### src/rtl/fu_issue_ctrl.sv
// Issue stage for the 8-bit functional unit.
// It queues command words in a small FIFO and owns the A/B/C operand registers.
// Each command runs IDLE -> EXEC -> WB: the FU result is sampled at the end of
// EXEC, then written back in WB and shown downstream as a one-cycle pulse.
module fu_issue_ctrl #(
    parameter int DEPTH = 4,
    parameter int PTR_W = 2
) (
    input  logic        clk,
    input  logic        rst_n,
    input  logic        cmd_valid,
    output logic        cmd_ready,
    input  logic [15:0] cmd_data,
    input  logic        ld_en,
    input  logic [1:0]  ld_sel,
    input  logic [7:0]  ld_data,
    output logic [7:0]  fu_instruction,
    output logic [2:0]  fu_select,
    output logic [7:0]  fu_a,
    output logic [7:0]  fu_b,
    output logic [7:0]  fu_c,
    input  logic [7:0]  fu_f,
    output logic        res_valid,
    output logic [7:0]  res_data,
    output logic        busy
);

    typedef enum logic [1:0] {
        IDLE = 2'd0,
        EXEC = 2'd1,
        WB   = 2'd2
    } state_t;

    localparam logic [PTR_W:0] FULL_CNT = (PTR_W + 1)'(DEPTH);

    state_t           state_q, state_d;
    logic [12:0]      fifo_q [DEPTH];
    logic [PTR_W-1:0] wr_ptr_q, wr_ptr_d;
    logic [PTR_W-1:0] rd_ptr_q, rd_ptr_d;
    logic [PTR_W:0]   count_q, count_d;
    logic [7:0]       instr_q, instr_d;
    logic [2:0]       sel_q, sel_d;
    logic [1:0]       dest_q, dest_d;
    logic [7:0]       result_q, result_d;
    logic [7:0]       a_q, a_d, b_q, b_d, c_q, c_d;

    logic        full, empty, push, pop;
    logic [12:0] head;
    logic        unused_rsvd;

    // The low three command bits are reserved; they are never stored or used.
    assign unused_rsvd = ^cmd_data[2:0];

    assign full      = (count_q == FULL_CNT);
    assign empty     = (count_q == '0);
    assign cmd_ready = !full;
    assign push      = cmd_valid && !full;
    assign pop       = (state_q == IDLE) && !empty;
    assign head      = fifo_q[rd_ptr_q];

    assign busy           = (state_q != IDLE) || !empty;
    assign fu_instruction = instr_q;
    assign fu_select      = sel_q;
    assign fu_a           = a_q;
    assign fu_b           = b_q;
    assign fu_c           = c_q;
    assign res_valid      = (state_q == WB);
    assign res_data       = result_q;

    // FIFO storage: keep only instruction, select and dest (bits [15:3]).
    always_ff @(posedge clk) begin
        if (push) begin
            fifo_q[wr_ptr_q] <= cmd_data[15:3];
        end
    end

    // FIFO pointer and occupancy bookkeeping; pointers wrap naturally.
    always_comb begin
        wr_ptr_d = wr_ptr_q;
        rd_ptr_d = rd_ptr_q;
        count_d  = count_q;
        if (push) begin
            wr_ptr_d = wr_ptr_q + PTR_W'(1);
        end
        if (pop) begin
            rd_ptr_d = rd_ptr_q + PTR_W'(1);
        end
        if (push && !pop) begin
            count_d = count_q + (PTR_W + 1)'(1);
        end else if (pop && !push) begin
            count_d = count_q - (PTR_W + 1)'(1);
        end
    end

    // Sequencer next state: pop into the current command, sample FU, write back.
    always_comb begin
        state_d  = state_q;
        instr_d  = instr_q;
        sel_d    = sel_q;
        dest_d   = dest_q;
        result_d = result_q;
        case (state_q)
            IDLE: begin
                if (pop) begin
                    instr_d = head[12:5];
                    sel_d   = head[4:2];
                    dest_d  = head[1:0];
                    state_d = EXEC;
                end
            end
            EXEC: begin
                result_d = fu_f;
                state_d  = WB;
            end
            WB: begin
                state_d = IDLE;
            end
            default: begin
                state_d = IDLE;
            end
        endcase
    end

    // Operand registers: write-back has priority; the load port only acts when idle.
    always_comb begin
        a_d = a_q;
        b_d = b_q;
        c_d = c_q;
        if (state_q == WB) begin
            case (dest_q)
                2'd0:    a_d = result_q;
                2'd1:    b_d = result_q;
                2'd2:    c_d = result_q;
                default: ;
            endcase
        end else if (ld_en && !busy) begin
            case (ld_sel)
                2'd0:    a_d = ld_data;
                2'd1:    b_d = ld_data;
                2'd2:    c_d = ld_data;
                default: ;
            endcase
        end
    end

    // State, pointers and operand/result registers, all cleared by reset.
    always_ff @(posedge clk) begin
        if (!rst_n) begin
            state_q  <= IDLE;
            wr_ptr_q <= '0;
            rd_ptr_q <= '0;
            count_q  <= '0;
            instr_q  <= '0;
            sel_q    <= '0;
            dest_q   <= '0;
            result_q <= '0;
            a_q      <= '0;
            b_q      <= '0;
            c_q      <= '0;
        end else begin
            state_q  <= state_d;
            wr_ptr_q <= wr_ptr_d;
            rd_ptr_q <= rd_ptr_d;
            count_q  <= count_d;
            instr_q  <= instr_d;
            sel_q    <= sel_d;
            dest_q   <= dest_d;
            result_q <= result_d;
            a_q      <= a_d;
            b_q      <= b_d;
            c_q      <= c_d;
        end
    end

endmodule

### config.mk
export PLATFORM = sky130hd
export DESIGN_NAME = fu_issue_ctrl
export DESIGN_NICKNAME = d
export VERILOG_FILES = /design/src/rtl/fu_issue_ctrl.sv
export SDC_FILE = /design/constraint.sdc
export NUM_CORES = 1
export LEC_CHECK = 0
export ABC_AREA = 1
export CAP_MARGIN = 20
export CORE_AREA = 4 4 103 105
export DETAILED_ROUTE_END_ITERATION = 7
export DIE_AREA = 0 0 107 109
export PLACE_DENSITY = 0.75
export SLEW_MARGIN = 10
export SYNTH_ARGS = -nofsm -noshare
export SYNTH_HDL_FRONTEND = slang
export SYNTH_SLANG_ARGS = --single-unit
### constraint.sdc
create_clock -name clk -period 2.8 [get_ports clk]
set_input_delay 0.56 -clock clk [delete_from_list [all_inputs] [get_ports clk]]
set_output_delay 0.56 -clock clk [all_outputs]
set_load 0.02 [all_outputs]
# Yosys cells after proc, flatten, opt, wreduce, memory -nomap -nowiden
# Memory sizes are Yosys's and may differ from the RTL's. A register that Yosys moved wholly into a read port is not among the register bits.
# Index checks and enable logic that the tools add are counted.
totals:
  out_inout_bits: 46
  mem_count: 1
  ff_bits: 41
  mem_bits_rw: 52
classes:
  n_mux: 18
  reduce_logical: 26
  eq_ne: 11
  n_addsub: 4
memory_table:
  columns: ["memory", "words", "word_bits", "rd", "rd_clocked_by_memory_dff", "write_ports", "line", "text"]
  rows:
  - ["fifo_q", 4, 13, 1, 1, 1, "37", "logic [12:0] fifo_q [DEPTH];"]
op_table:
  columns: ["op", "n"]
  rows:
  - ["$mux 8", 12]
  - ["$reduce_bool 2->1", 6]
  - ["$reduce_and 3->1", 3]
  - ["$eq 2x1->1 const B", 3]
  - ["$eq 2x2->1 const B", 3]
  - ["$logic_not 1->1", 6]
  - ["$logic_not 2->1", 3]
  - ["$mux 3", 2]
  - ["$ne 2x1->1 const B", 3]
  - ["$logic_and 1x1->1", 5]
  - ["$add 2x1->2 const B", 2]
  - ["$pmux 2 s2", 1]
  - ["$add 3x1->3 const B", 1]
  - ["$eq 3x3->1 const B", 1]
  - ["$logic_not 3->1", 1]
  - ["$sub 3x1->3 const B", 1]
  - ["$mux 1", 2]
  - ["$mux 2", 1]
  - ["$ne 2x2->1 const B", 1]
  - ["$reduce_and 2->1", 1]
  - ["$logic_or 1x1->1", 1]

# Logic depth before layout (Yosys ltp)
# Gate-level depths: netlist of the first run.
depth:
  word_depth: 7
  ltp_mapped: 11
  mapped_depth_nobuf: 11

# Worst setup path after synthesis of the first run
# Ideal clock, no wire load.
synth_timing:
  path_type: "flip-flop to flip-flop"
  startpoint: "register count_q[0]"
  endpoint: "register count_q[2]"
  t_arrival_ps: 2039
  synth_period_minus_slack_ps: 2161
  path_buffers: 1
  stages_incl_launch_ff: 12
  slack_ps: 639
  path_cell_list: "dfxtp_1 > nor2_1 > nand3_2 > nand2_2 > buf_2 > ha_1 > inv_1 > fa_1 > a21oi_1 > o21ai_0 > o21ai_0 > a21oi_1"
synth_via:
  elab_chain_cells: 6
synth_rtl:
  columns: ["element", "line", "text"]
  rows:
  - ["start: declaration", "40", "logic [PTR_W:0] count_q, count_d;"]
  - ["start signal: assignment", "164", "count_q <= count_d;"]
  - ["parallel branches: the longest is 6 deep, another holds $sub 3x1->3", null, null]
# Parallel ways; which one is timed is not known. The select of a mux whose other input is x is not followed.
# A chain may end at the register's enable or synchronous reset.

# Worst setup path after layout of the first run
layout_timing:
  startpoint: "register state_q[1]"
  endpoint: "output port res_valid"
layout_via:
  elab_chain_cells: 1
layout_rtl:
  columns: ["element", "line", "text"]
  rows:
  - ["start: declaration", "36", "state_t state_q, state_d;"]
  - ["start signal: assignment", "161", "state_q <= state_d;"]
  - ["$eq 2x2->1", "67", "assign res_valid = (state_q == WB);"]
  - ["end: declaration", "23", "output logic res_valid,"]
# No other way between the ends.

==> run_results.csv, run 1 <==
group,metric,value,unit
critical_path,cp.required,2.24,ns
synthesis,yosys-top-cells-area,"edfxtp_1, dfxtp_1, nor2_1, o21ai_0, nand2_1",
clock_tree,path_clk_slew,0.10,ns
global_route,grt_pass1_wl,15.5,mm
critical_path,crit_type,"reg -> out",
floorplan,ios,84,
synthesis,ys_ff_latch,106,
synthesis,synthesis.nets,496,
clock_tree,post_cts_buffers,0,
sta,max-slew-margin-rel,0.533,
pwr,powerDensity,956,mW/mm^2
worst_hold_path,hp-class,"reg -> reg",
synthesis,synth_warnings,0,
global_route,grt_pass1_vias,3212,
detailed_routing,wl_per_cell,14.4,um
final_layout,seqCellArea,0.00264,mm^2
detailed_routing,viasPerCell,5.00,
critical_path,critPathMaxStageDelay,0.60,ns
sta,fmax,0.449,GHz
synthesis,async_reset_ff_frac,0,
clock_tree,cts-root-buf,"clkbuf_8",
place,dp_hpwl,6.38,mm
detailed_routing,drtIter0Drc,171,
floorplan,coreArea,0.00964,mm^2
detailed_routing,drc,0,
synthesis,synth_cell_types,25,
floorplan,row_count,36,
final_layout,multi_input_area,0.00138,mm^2
run,cap_violations,0,
clock_tree,cts_hold_buf,0,
pwr,leakage,0.00205,uW
sta,fin_hold_ws,0.494,ns
global_route,grt_start_max_net_pins,54,
synthesis,syn_area,0.00428,mm^2
clock_tree,cts_resized,0,
detailed_routing,routed_wl,9.58,mm
sta,fin_crit_sh,0.795,
worst_hold_path,min_to,"fu_b[6]",
synthesis,yosys-top-cells-count,"nor2_1, o21ai_0, dfxtp_1",
global_route,overflow,0,
clock_tree,numCtsBuffers,9,
clock_tree,clk_latency,0.37,ns
global_route,antenna_found_initial,0,
sta,slew_viol_final,0,
critical_path,r2r_setup_slack,0.77,ns
critical_path,crit_path_end_kind,"output pin",
place,finalWeightedCongestion,0.790,
synthesis,yosysMostFrequentCell,"nor2_1",
synthesis,synth-main-ff-cell,"dfxtp_1",
clock_tree,htree_num_levels,3,
floorplan,die-area,0.0117,mm^2
synthesis,yosysTopAreaCellShare,0.365,
sta,min_period,2.23,ns
place,io_buffer_count,80,
synthesis,synth_top_cell_by_area,"edfxtp_1",
critical_path,arrival,1.67,ns
floorplan,chipWidth,107,um
pwr,peakVddDrop,0.000533,V
clock_tree,clock_path_buffers,2,
final_layout,nFillCells,854,
critical_path,worst_path_max_delay_cell,"clkdlybuf4s50_1",
worst_hold_path,min_delay_path_depth,2,
final_layout,antenna_cells,0,
critical_path,crit_family,"buffers and inverters",
detailed_routing,vias,3322,
critical_path,crit_chain,"nand2_4, inv_1, clkdlybuf4s50_1",
synthesis,syn_area_per_cell,9.47,um^2
critical_path,crit_path_start_kind,"flip-flop",
sta,setup_tns,0,ns
critical_path,crit_buf_inv,2,
sta,skew,0.0100,ns
sta,finalHoldViolCount,0,
detailed_routing,ant_nets,0,
global_route,grt.total_usage,0.168,
critical_path,cp_max_fo,24,
clock_tree,cts_tree,"done",
synthesis,synth_edf_count,52,
final_layout,layout-drive-gt1-share,0.0658,
sta,worst_pin_slew,0.695,ns
worst_hold_path,hold_start,"fu_b[6]",
synthesis,synthCells,452,
floorplan,die_h,109,um
detailed_routing,drtPass1Iterations,4,
floorplan,initial_core_util,0.444,
synthesis,yosysSeqAreaShare,0.617,
sta,setup_viol,0,
critical_path,reg2regPathDepth,11,
final_layout,areaGrowthSynthToFinish,25.7,%
status,run_status,"finished, final reports clean",
critical_path,rr_startpoint,"count_q[0]",
clock_tree,cts.sinks,106,
sta,rsz0062_at_grt,"no",
final_layout,nNetsFinal,571,
critical_path,r2r-end,"count_q[2]",
==> layout make-up <==
| type | count | share of cell area |
|---|---|---|
| flip-flops and latches | 106 | 0.491 |
| multi-input cells | 291 | 0.256 |
| repair buffers | 89 | 0.161 |
| well taps | 133 | 0.0309 |
| clock buffers | 10 | 0.0237 |
| inverters | 30 | 0.0209 |
| clock inverters | 6 | 0.0160 |
==> logic make-up after synthesis <==
group | share of synthesized area
AND/OR/NAND/NOR | 0.170
AO/OA/AOI/OAI | 0.133
buffers and inverters | 0.0611
flip-flops | 0.617
adder cells (fa/ha/maj) | 0.0193
==> flip-flops by register name, summed over array words and instances (netlist names), 3 cells and up <==
| register | cells |
|---|---|
| res_data | 8 |
| fu_select | 3 |
| fu_instruction | 8 |
| fu_b | 8 |
| count_q | 3 |
| fu_a | 8 |
| fu_c | 8 |
| fifo_q | 52 |
==> layer usage <==
layer,share of wire,wire length [um],global-route usage
met1,0.42,4060,0.202
met2,0.50,4790,0.297
met3,0.067,638,0.0474
met4,0.010,97,0.0466
met5,0,0,0
==> cells in the final DEF (no fill, tap or decap), types with 3 or more instances in the layout <==
master           count
nand3_1             26
nor2_1             105
a21oi_1             29
edfxtp_1            52
o21ai_2              3
o22ai_1             13
dfxtp_1             54
buf_4                9
nand2_1             39
o21ai_0             55
inv_1               26
clkdlybuf4s50_1     80
ha_1                 5
o21ai_1              8
clkbuf_8             9
==> worst min-delay path, stage by stage, from the launching register on <==
cell	delay (ns)
dfxtp_1	0.34
a21oi_1	0.04
nor2_1	0.08
==> worst max path at each step <==
stage,from,to,cells after the start
2_1_floorplan,count_q[0],count_q[2],11
5_1_grt,cmd_valid,count_q[2],10
3_5_place_dp,cmd_valid,count_q[2],10
4_1_cts,state_q[1],res_valid,3
6_report,state_q[1],res_valid,3
3_3_place_gp,cmd_valid,count_q[2],10
==> stage by stage <==
stage	worst slack (ns)	instance area, um^2	utilization	power [uW]	std cells
after floorplan	0.639	4280	-	3480	452
after global placement	0.377	5170	0.536	4140	649
after detailed placement	0.329	5170	0.536	4200	649
after CTS	0.555	5380	0.558	5190	665
after global routing	0.423	5380	0.558	5520	665
final	0.574	5380	0.558	5140	665
==> power breakdown <==
group / internal (uW) / total (uW) / leakage, uW / switching [uW]
Clock: 439 / 987 / 0.000108 / 548
Sequential: 1930 / 2110 / 0.000920 / 177
Combinational: 765 / 2050 / 0.00102 / 1280
Power figures use the tool's default switching activity.
==> run 2: changes to the inputs <==
Clock period 2.8 ns to 2.23 ns, I/O delays scaled along.
==> run_results.csv, run 2 (synthesis results as in run 1) <==
group,metric,value,unit
clock_tree,path_clk_slew,0.11,ns
worst_hold_path,hp-class,"reg -> reg",
clock_tree,cts_resized,0,
detailed_routing,drtIter0Drc,151,
detailed_routing,drc,0,
detailed_routing,vias,3301,
pwr,leakage,0.00206,uW
clock_tree,cts.sinks,106,
detailed_routing,viasPerCell,4.95,
critical_path,worst_path_max_delay_cell,"clkdlybuf4s50_1",
critical_path,reg2regPathDepth,10,
clock_tree,clock_path_buffers,2,
detailed_routing,routed_wl,9.31,mm
floorplan,die_h,109,um
clock_tree,cts_tree,"done",
place,io_buffer_count,80,
run,cap_violations,0,
critical_path,rr_startpoint,"count_q[0]",
critical_path,r2r_setup_slack,0.31,ns
critical_path,crit_type,"reg -> out",
global_route,grt.total_usage,0.165,
global_route,overflow,0,
final_layout,top_register,"fifo_q",
critical_path,cp.required,1.78,ns
worst_hold_path,min_to,"fu_b[1]",
sta,slew_viol_final,0,
sta,worst_pin_slew,0.613,ns
sta,finalHoldViolCount,0,
sta,fin_crit_sh,0.937,
clock_tree,post_cts_buffers,0,
sta,fmax,0.478,GHz
detailed_routing,wl_met3,521,um
worst_hold_path,min_delay_path_depth,2,
critical_path,arrival,1.64,ns
global_route,grt_start_max_net_pins,54,
floorplan,row_count,36,
final_layout,nNetsFinal,573,
critical_path,crit_path_start_kind,"flip-flop",
pwr,peakVddDrop,0.000603,V
sta,rsz0062_at_grt,"no",
status,run_status,"finished, final reports clean",
sta,setup_viol,0,
clock_tree,numCtsBuffers,9,
clock_tree,cts_hold_buf,0,
worst_hold_path,hold_start,"fu_b[1]",
final_layout,nFillCells,885,
sta,setup_tns,0,ns
sta,max-slew-margin-rel,0.591,
detailed_routing,wl_per_cell,14.0,um
floorplan,die-area,0.0117,mm^2
final_layout,seqCellArea,0.00264,mm^2
floorplan,initial_core_util,0.444,
floorplan,ios,84,
pwr,powerDensity,1180,mW/mm^2
critical_path,crit_path_end_kind,"output pin",
final_layout,largest_reg_flops,52,
final_layout,multi_input_area,0.00138,mm^2
place,finalWeightedCongestion,0.799,
clock_tree,clk_latency,0.36,ns
detailed_routing,drtPass1Iterations,4,
sta,min_period,2.09,ns
final_layout,areaGrowthSynthToFinish,26.4,%
floorplan,chipWidth,107,um
global_route,grt_pass1_vias,3165,
final_layout,final_common_cell,"nor2_1",
global_route,grt_pass1_wl,15.2,mm
detailed_routing,ant_nets,0,
critical_path,critPathMaxStageDelay,0.60,ns
final_layout,most-common-layout-cells,"nor2_1, clkdlybuf4s50_1, o21ai_0",
clock_tree,htree_num_levels,3,
final_layout,antenna_cells,0,
critical_path,r2r-end,"count_q[2]",
final_layout,layout-drive-gt1-share,0.0712,
sta,skew,0.0156,ns
critical_path,crit_chain,"nand2_4, inv_1, clkdlybuf4s50_1",
floorplan,coreArea,0.00964,mm^2
global_route,antenna_found_initial,0,
detailed_routing,wl_met1,4.07,mm
critical_path,cp-startpoint,"state_q[1]",
detailed_routing,wl_met2,4.68,mm
final_layout,fin_util,0.561,
place,dp_hpwl,6.30,mm
detailed_routing,top_layer_used,"met4",
critical_path,cp_max_fo,24,
clock_tree,cts-root-buf,"clkbuf_8",
==> run 2: changes by cell type in the layout (fill, tap and decap cells not counted) <==
| cell | delta |
|---|---|
| clkinv_4 | -1 |
| clkinvlp_4 | +1 |
| clkbuf_1 | -1 |
| buf_12 | +2 |
| clkbuf_8 | +1 |
| inv_8 | +1 |
| bufinv_16 | -1 |
==> run 2: worst max-delay path by stage <==
stage	slack [ns]	end
5_1_grt	0.004	res_valid
3_3_place_gp	0.08	count_q[2]
4_1_cts	0.1	res_valid
3_5_place_dp	0.04	count_q[2]
6_report	0.14	res_valid
2_1_floorplan	0.07	count_q[2]
==> run 2: area by class of cell <==
type | instances | area share
Multi-Input combinational cell | 291 | 0.255
Clock inverter | 6 | 0.0123
Tap cell | 133 | 0.0308
Inverter | 30 | 0.0208
Sequential cell | 106 | 0.488
Timing Repair Buffer | 91 | 0.168
Clock buffer | 10 | 0.0254
==> run 2: critical path, delay by kind of cell, from the launching register on <==
kind	cells	cell delay, ns
flops	1	0.41
buf+inv	2	0.69
simple gates	1	0.19
==> run 2: where the power goes <==
part           internal [uW]  switching, uW
Sequential              2420            221
Combinational            997           1610
Clock                    474            680
==> run 2: stage by stage <==
| stage | hold WS [ns] | setup WS, ns | cells | instance area, um^2 | power, uW |
|---|---|---|---|---|---|
| after floorplan | 0.466 | 0.0687 | 452 | 4280 | 4370 |
| after detailed placement | 0.469 | 0.0425 | 651 | 5210 | 5310 |
| after CTS | 0.495 | 0.0971 | 667 | 5410 | 6480 |
| final | 0.493 | 0.140 | 667 | 5410 | 6400 |
| after global routing | 0.529 | 0.00368 | 667 | 5410 | 6870 |
| after global placement | 0.460 | 0.0791 | 651 | 5210 | 5240 |
==> run 2: metal layers <==
layer / track usage / up-vias
met2: 0.293 / 88
li1: - / 1675
met4: 0.0530 / 0
met1: 0.200 / 1532
met3: 0.0349 / 6
met5: 0 / -
